[src/rtl/maze_pkg.sv]
// Shared constants, encodings and probe offset table for the maze collision probe.
// One map tile is 8x8 px; the map is 80x60 tiles (640x480 px).
package maze_pkg;

  localparam int          TILE_SHIFT = 3;
  localparam logic [31:0] MAP_COLS   = 32'd80;
  localparam logic [31:0] MAP_ROWS   = 32'd60;
  localparam logic [31:0] SPRITE_W   = 32'd24;
  localparam logic [31:0] SPRITE_H   = 32'd24;
  localparam int          ADDR_W     = 13;
  localparam logic [31:0] MAP_W_PX   = MAP_COLS << TILE_SHIFT;
  localparam logic [31:0] MAP_H_PX   = MAP_ROWS << TILE_SHIFT;

  typedef enum logic [1:0] {
    DIR_UP    = 2'd0,
    DIR_RIGHT = 2'd1,
    DIR_DOWN  = 2'd2,
    DIR_LEFT  = 2'd3
  } dir_t;

  typedef enum logic [1:0] {
    ST_LATCH  = 2'd0,
    ST_PROBE  = 2'd1,
    ST_DRAIN  = 2'd2,
    ST_COMMIT = 2'd3
  } state_t;

  // Edge sample points: both ends of the edge plus two interior points 8 px apart.
  function automatic logic [31:0] probe_off(input logic [1:0] sel, input logic [31:0] span);
    case (sel)
      2'd0:    probe_off = 32'd0;
      2'd1:    probe_off = 32'd8;
      2'd2:    probe_off = 32'd16;
      default: probe_off = span - 32'd1;
    endcase
  endfunction

endpackage

[src/rtl/maze_probe_addr.sv]
// Maps (latched position, probe index) to a map tile address, an out-of-bounds flag
// and the edge direction the probe belongs to. Purely combinational.
module maze_probe_addr
  import maze_pkg::*;
(
  input  logic [31:0]       lx,
  input  logic [31:0]       ly,
  input  logic [3:0]        k,
  output logic [ADDR_W-1:0] addr,
  output logic              oob,
  output dir_t              dir
);

  logic [31:0]       px;
  logic [31:0]       py;
  logic [ADDR_W-1:0] lin;

  // probe point selection, bounds test and tile index
  always_comb begin
    dir = dir_t'(k[3:2]);
    px  = lx;
    py  = ly;
    case (dir)
      DIR_UP: begin
        px = lx + probe_off(k[1:0], SPRITE_W);
        py = ly - 32'd1;
      end
      DIR_RIGHT: begin
        px = lx + SPRITE_W;
        py = ly + probe_off(k[1:0], SPRITE_H);
      end
      DIR_DOWN: begin
        px = lx + probe_off(k[1:0], SPRITE_W);
        py = ly + SPRITE_H;
      end
      DIR_LEFT: begin
        px = lx - 32'd1;
        py = ly + probe_off(k[1:0], SPRITE_H);
      end
      default: begin
        px = lx;
        py = ly;
      end
    endcase
    // wrapped coordinates (0 - 1) land far above the map and read as out of bounds
    oob  = (px >= MAP_W_PX) || (py >= MAP_H_PX);
    lin  = ADDR_W'(py >> TILE_SHIFT) * ADDR_W'(MAP_COLS) + ADDR_W'(px >> TILE_SHIFT);
    if (oob) begin
      addr = '0;
    end else begin
      addr = lin;
    end
  end

endmodule

[src/rtl/maze_collision_probe.sv]
// Per-player wall-collision probe: latches the sprite position, reads 16 edge tiles
// one per cycle through a 1-cycle-latency map port, then commits 4 flags atomically.
module maze_collision_probe
  import maze_pkg::*;
(
  input  logic              clock,
  input  logic              reset,
  input  logic              enable,
  input  logic [31:0]       player_x,
  input  logic [31:0]       player_y,
  output logic [ADDR_W-1:0] map_addr,
  input  logic              map_wall,
  output logic              collision_up,
  output logic              collision_right,
  output logic              collision_down,
  output logic              collision_left,
  output logic              collision_valid,
  output logic              sweep_done
);

  state_t            state;
  state_t            state_next;
  logic [3:0]        cnt;
  logic [31:0]       lx;
  logic [31:0]       ly;
  logic [3:0]        acc;
  logic [3:0]        flags;
  logic              issue;
  logic [31:0]       probe_x;
  logic [31:0]       probe_y;
  logic [3:0]        probe_k;
  logic [ADDR_W-1:0] probe_addr;
  logic              probe_oob;
  dir_t              probe_dir;
  logic              addr_live;
  logic              addr_oob;
  dir_t              addr_dir;
  logic              wall_live;
  logic              wall_oob;
  dir_t              wall_dir;

  // The address for probe k is registered on the edge entering PROBE k, so the
  // generator looks one probe ahead (and at the raw player position while latching).
  maze_probe_addr u_addr (
    .lx   (probe_x),
    .ly   (probe_y),
    .k    (probe_k),
    .addr (probe_addr),
    .oob  (probe_oob),
    .dir  (probe_dir)
  );

  // state register
  always_ff @(posedge clock) begin
    if (reset) begin
      state <= ST_LATCH;
    end else begin
      state <= state_next;
    end
  end

  // next state, probe issue and look-ahead probe selection
  always_comb begin
    state_next = state;
    issue      = 1'b0;
    probe_x    = lx;
    probe_y    = ly;
    probe_k    = cnt + 4'd1;
    case (state)
      ST_LATCH: begin
        probe_x = player_x;
        probe_y = player_y;
        probe_k = 4'd0;
        if (enable) begin
          issue      = 1'b1;
          state_next = ST_PROBE;
        end else begin
          state_next = ST_LATCH;
        end
      end
      ST_PROBE: begin
        if (cnt == 4'd15) begin
          state_next = ST_DRAIN;
        end else begin
          issue      = 1'b1;
          state_next = ST_PROBE;
        end
      end
      ST_DRAIN:  state_next = ST_COMMIT;
      ST_COMMIT: state_next = ST_LATCH;
      default:   state_next = ST_LATCH;
    endcase
  end

  // probe pipeline, accumulators and committed outputs
  always_ff @(posedge clock) begin
    if (reset) begin
      cnt             <= 4'd0;
      lx              <= 32'd0;
      ly              <= 32'd0;
      acc             <= 4'b0000;
      map_addr        <= '0;
      addr_live       <= 1'b0;
      addr_oob        <= 1'b0;
      addr_dir        <= DIR_UP;
      wall_live       <= 1'b0;
      wall_oob        <= 1'b0;
      wall_dir        <= DIR_UP;
      flags           <= 4'b1111;
      collision_valid <= 1'b0;
      sweep_done      <= 1'b0;
    end else begin
      sweep_done <= 1'b0;
      addr_live  <= issue;
      wall_live  <= addr_live;
      wall_oob   <= addr_oob;
      wall_dir   <= addr_dir;
      if (issue) begin
        map_addr <= probe_addr;
        addr_oob <= probe_oob;
        addr_dir <= probe_dir;
      end
      // an out-of-bounds probe counts as a wall whatever the map returns
      if (wall_live) begin
        acc[wall_dir] <= acc[wall_dir] | wall_oob | map_wall;
      end
      if (state == ST_LATCH) begin
        cnt <= 4'd0;
        if (enable) begin
          lx  <= player_x;
          ly  <= player_y;
          acc <= 4'b0000;
        end
      end else if (state == ST_PROBE) begin
        cnt <= cnt + 4'd1;
      end
      if (state == ST_COMMIT) begin
        flags           <= acc;
        collision_valid <= 1'b1;
        sweep_done      <= 1'b1;
      end
    end
  end

  assign collision_up    = flags[DIR_UP];
  assign collision_right = flags[DIR_RIGHT];
  assign collision_down  = flags[DIR_DOWN];
  assign collision_left  = flags[DIR_LEFT];

endmodule

[config.mk]
export PLATFORM = sky130hd
export DESIGN_NAME = maze_collision_probe
export DESIGN_NICKNAME = d
export VERILOG_FILES = /design/src/rtl/maze_pkg.sv /design/src/rtl/maze_probe_addr.sv /design/src/rtl/maze_collision_probe.sv
export SDC_FILE = /design/constraint.sdc
export NUM_CORES = 1
export LEC_CHECK = 0
export CAP_MARGIN = 20
export CORE_MARGIN = 2
export CORE_UTILIZATION = 40
export DETAILED_ROUTE_END_ITERATION = 10
export PLACE_DENSITY = 0.59
export SYNTH_ARGS = -nofsm -noshare
export SYNTH_HDL_FRONTEND = slang
export SYNTH_SLANG_ARGS = --single-unit
[constraint.sdc]
create_clock -name clock -period 10.7 [get_ports clock]
set_input_delay 2.14 -clock clock [delete_from_list [all_inputs] [get_ports clock]]
set_output_delay 2.14 -clock clock [all_outputs]
set_load 0.01 [all_outputs]
==> results.py <==
metrics = {
    "outcome": {
        "status": "finished clean",
    },
    "cells_and_area": {
        "ff_latch_area_um2": 2020,
        "stdcell_area_um2": 11900,
        "final_util": 0.457,
        "multi_input_area_um2": 7970,
        "nNetsFinal": 1670,
        "area_growth_syn_to_layout_pct": 12.5,
        "layout.cells.non_filler": 1852,
        "antenna_cells": 0,
        "final_cell_mix": "nand2_1, a21oi_1, dfxtp_1, ha_1, clkdlybuf4s50_1",
        "drive_gt1_frac": 0.0435,
        "n_fill_cell": 2701,
        "mostFrequentLayoutCell": "nand2_1",
    },
    "clock_tree": {
        "cts_buffers": 9,
        "clockBufferDepth": 2,
        "clk_latency_ns": 0.38,
        "cts_sinks": 101,
        "cts-htree-levels": 3,
        "clkTransAtPathRegs_ns": 0.08,
        "postCtsHoldBufs": 0,
        "cts_resized": 0,
        "cts_setup_buffers": 0,
        "root_buffer": "clkbuf_16",
        "tritoncts": "done",
    },
    "sta": {
        "holdWs_ns": 0.441,
        "skew_ns": 0.0189,
        "setup_ws_ns": 4.16,
        "setup_tns_ns": 0,
        "fmax_ghz": 0.153,
        "finalSetupViolations": 0,
        "slew_viol_final": 0,
        "worstMarginPinSlew_ns": 0.871,
        "finalCritPeriodShare": 0.612,
        "rsz0062_at_grt": "false",
        "fin_crit_ns": 6.54,
        "final_hold_viol_count": 0,
        "slew_headroom": 0.417,
    },
    "power": {
        "p_leak_nw": 4.95,
        "power.share.clock": 0.210,
        "finalPower_mw": 1.69,
        "seqPwrFrac": 0.240,
        "power_density_nw_per_um2": 142,
        "intPower_uw": 949,
        "power_switching_uw": 737,
        "p_sw_frac": 0.437,
        "power_frac_comb": 0.550,
        "peakVddDrop_mv": 0.0843,
    },
    "floorplanning": {
        "die_h_um": 167,
        "pin_count": 87,
        "die_area_um2": 27700,
        "start_util": 0.407,
        "core_um2": 26000,
        "rows": 59,
        "dieWidth_um": 167,
    },
    "setup_path": {
        "crit_path_top_delay_cell": "clkdlybuf4s50_1",
        "path_class": "input port to flop",
        "cp_slowest_stage_delay_ns": 0.49,
        "path_depth": 22,
        "start_kind": "input port",
        "critical_path.top_delay_family": "adder cells",
        "path_max_fanout": 5,
        "crit_arrival_ns": 6.80,
        "endpoint_kind": "flop",
        "cp.required_ns": 10.96,
        "r2r_cells": 22,
        "crit_buf_inv": 3,
        "crit_chain": "clkdlybuf4s50_1 -> or3b_1 -> nand2_1 -> ha_1 -> a21oi_1 -> nand2_1 -> xor2_1 -> nand2_1 -> o21ai_0 -> ha_1 -> ha_1 -> inv_1 -> fa_1 -> inv_1 -> ha_1 -> a21o_1 -> a21oi_1 -> o21ai_0 -> xnor2_1 -> xnor2_1 -> xnor2_1 -> a22o_1",
        "crit_top_cell": "ha_1",
    },
    "synth": {
        "synth_ff_type": "dfxtp_1",
        "postSynthAreaPerCell_um2": 7.10,
        "syn-instance-count": 1488,
        "synth_edf_count": 0,
        "syn-cell-area_um2": 10600,
        "synth-seq-cells": 101,
        "ys_types": 84,
        "synth_nets": 1646,
        "ys_warn_count": 0,
        "async_flop_share": 0,
        "seq_area_frac_synth": 0.191,
    },
    "drt": {
        "routed_wl_mm": 32.2,
        "drc_errors": 0,
        "wire_per_inst_um": 17.4,
        "ant_nets": 0,
        "vias": 10653,
        "drt-initial-drc-count": 908,
        "drt-pass1-iter-count": 6,
        "viasPerCell": 5.75,
    },
    "grt": {
        "grt_pass1_wl_mm": 51.7,
        "grt_max_degree": 74,
        "track_usage": 0.225,
        "grt_pass1_vias": 9984,
        "antenna_found_initial": 0,
        "grt_overflow": 0,
    },
    "placement": {
        "dpl.hpwl_mm": 24.0,
        "post-place-ws_ns": 3.79,
        "portBuffers": 86,
        "dpl_cell_area_um2": 11600,
        "place_inst": 1836,
        "place_congestion": 0.925,
    },
    "worst_hold_path": {
        "whs_path_depth": 1,
        "hold_class": "flop to flop",
    },
    "run": {
        "max_cap_viol_count": 0,
    },
}
[power groups by stage]
stage          Clock, mW  Combinational (mW)  Sequential [mW]
2_1_floorplan          0               0.705            0.410
5_1_grt            0.378                1.03            0.407
6_report           0.354               0.927            0.404
3_5_place_dp           0               0.914            0.413
4_1_cts            0.365               0.920            0.404
3_3_place_gp           0               0.904            0.412
[layout make-up]
class / count / area share
multi-input combinational: 1244 / 0.670
sequential: 101 / 0.170
timing repair buffer: 96 / 0.0785
tap: 335 / 0.0353
clock buffer: 9 / 0.0190
inverter: 60 / 0.0190
clock inverter: 7 / 0.00769
[path summary, 6_finish.rpt]
path,start,to,slack [ns]
setup / recovery,player_y[5],map_addr[12],4.16
hold / removal,addr_live,wall_live,0.44
setup reg to reg,cnt[0],map_addr[12],4.93
hold reg to reg,addr_live,wall_live,0.44
[worst register-to-register path, delay by kind of cell (launching register included)]
kind / cells / cell delay (ns)
mux: 1 / 0.36
simple gates: 3 / 0.80
fa+ha+maj: 3 / 1.14
xor+xnor: 4 / 0.52
compound gates: 11 / 2.42
flops: 1 / 0.41
[cell families after synthesis]
group / Yosys count / share of synthesized area
buffers and inverters: 143 / 0.0553
AOI/OAI and AO/OA: 448 / 0.270
adders and majority gates: 90 / 0.109
xor gates and xnor gates: 86 / 0.0713
and+or+nand+nor: 568 / 0.253
muxes: 52 / 0.0503
DFF: 101 / 0.191
[layer usage]
layer / GRT usage / vias up / share of wire
li1: - / 5405 / -
met3: 0.0264 / 40 / 0.041
met4: 0.0611 / 0 / 0.017
met5: 0 / - / 0
met1: 0.309 / 4962 / 0.49
met2: 0.375 / 246 / 0.46
[cells in the mapped netlist (all sizes together), types with 5 or more instances]
cell | n | area share
nand3b | 5 | 0.0036
nor2b | 11 | 0.0065
inv | 60 | 0.021
and3 | 15 | 0.0089
buf | 24 | 0.013
nor3 | 29 | 0.014
nor2 | 75 | 0.027
a21o | 36 | 0.026
o221ai | 5 | 0.0041
o21a | 13 | 0.0092
a22oi | 10 | 0.0071
o31ai | 10 | 0.0071
nand3 | 36 | 0.018
nand2b | 11 | 0.0065
a22o | 13 | 0.011
a31oi | 20 | 0.012
ha | 87 | 0.10
a21oi | 172 | 0.081
o21bai | 7 | 0.0050
nand4 | 25 | 0.015
a31o | 6 | 0.0050
xnor2 | 46 | 0.038
a211o | 6 | 0.0050
nor4 | 12 | 0.0077
o21ai | 70 | 0.034
o211ai | 26 | 0.018
a211oi | 13 | 0.0097
mux2i | 43 | 0.041
or2 | 12 | 0.0071
a2111oi | 8 | 0.0084
and2 | 11 | 0.0065
dfxtp | 101 | 0.19
or4 | 7 | 0.0053
nand2 | 293 | 0.10
xor2 | 40 | 0.033
nand4bb | 9 | 0.0096
clkbuf | 59 | 0.021
mux2 | 9 | 0.0096
[sequential cells by signal, summed over array words and instances, names as in the netlist, 2 cells and up, named ones only]
signal    flops
addr_dir      2
cnt           4
ly           32
lx           32
wall_dir      2
flags         4
acc           4
map_addr     13
Note: power is estimated with default switching activity, not from simulation.
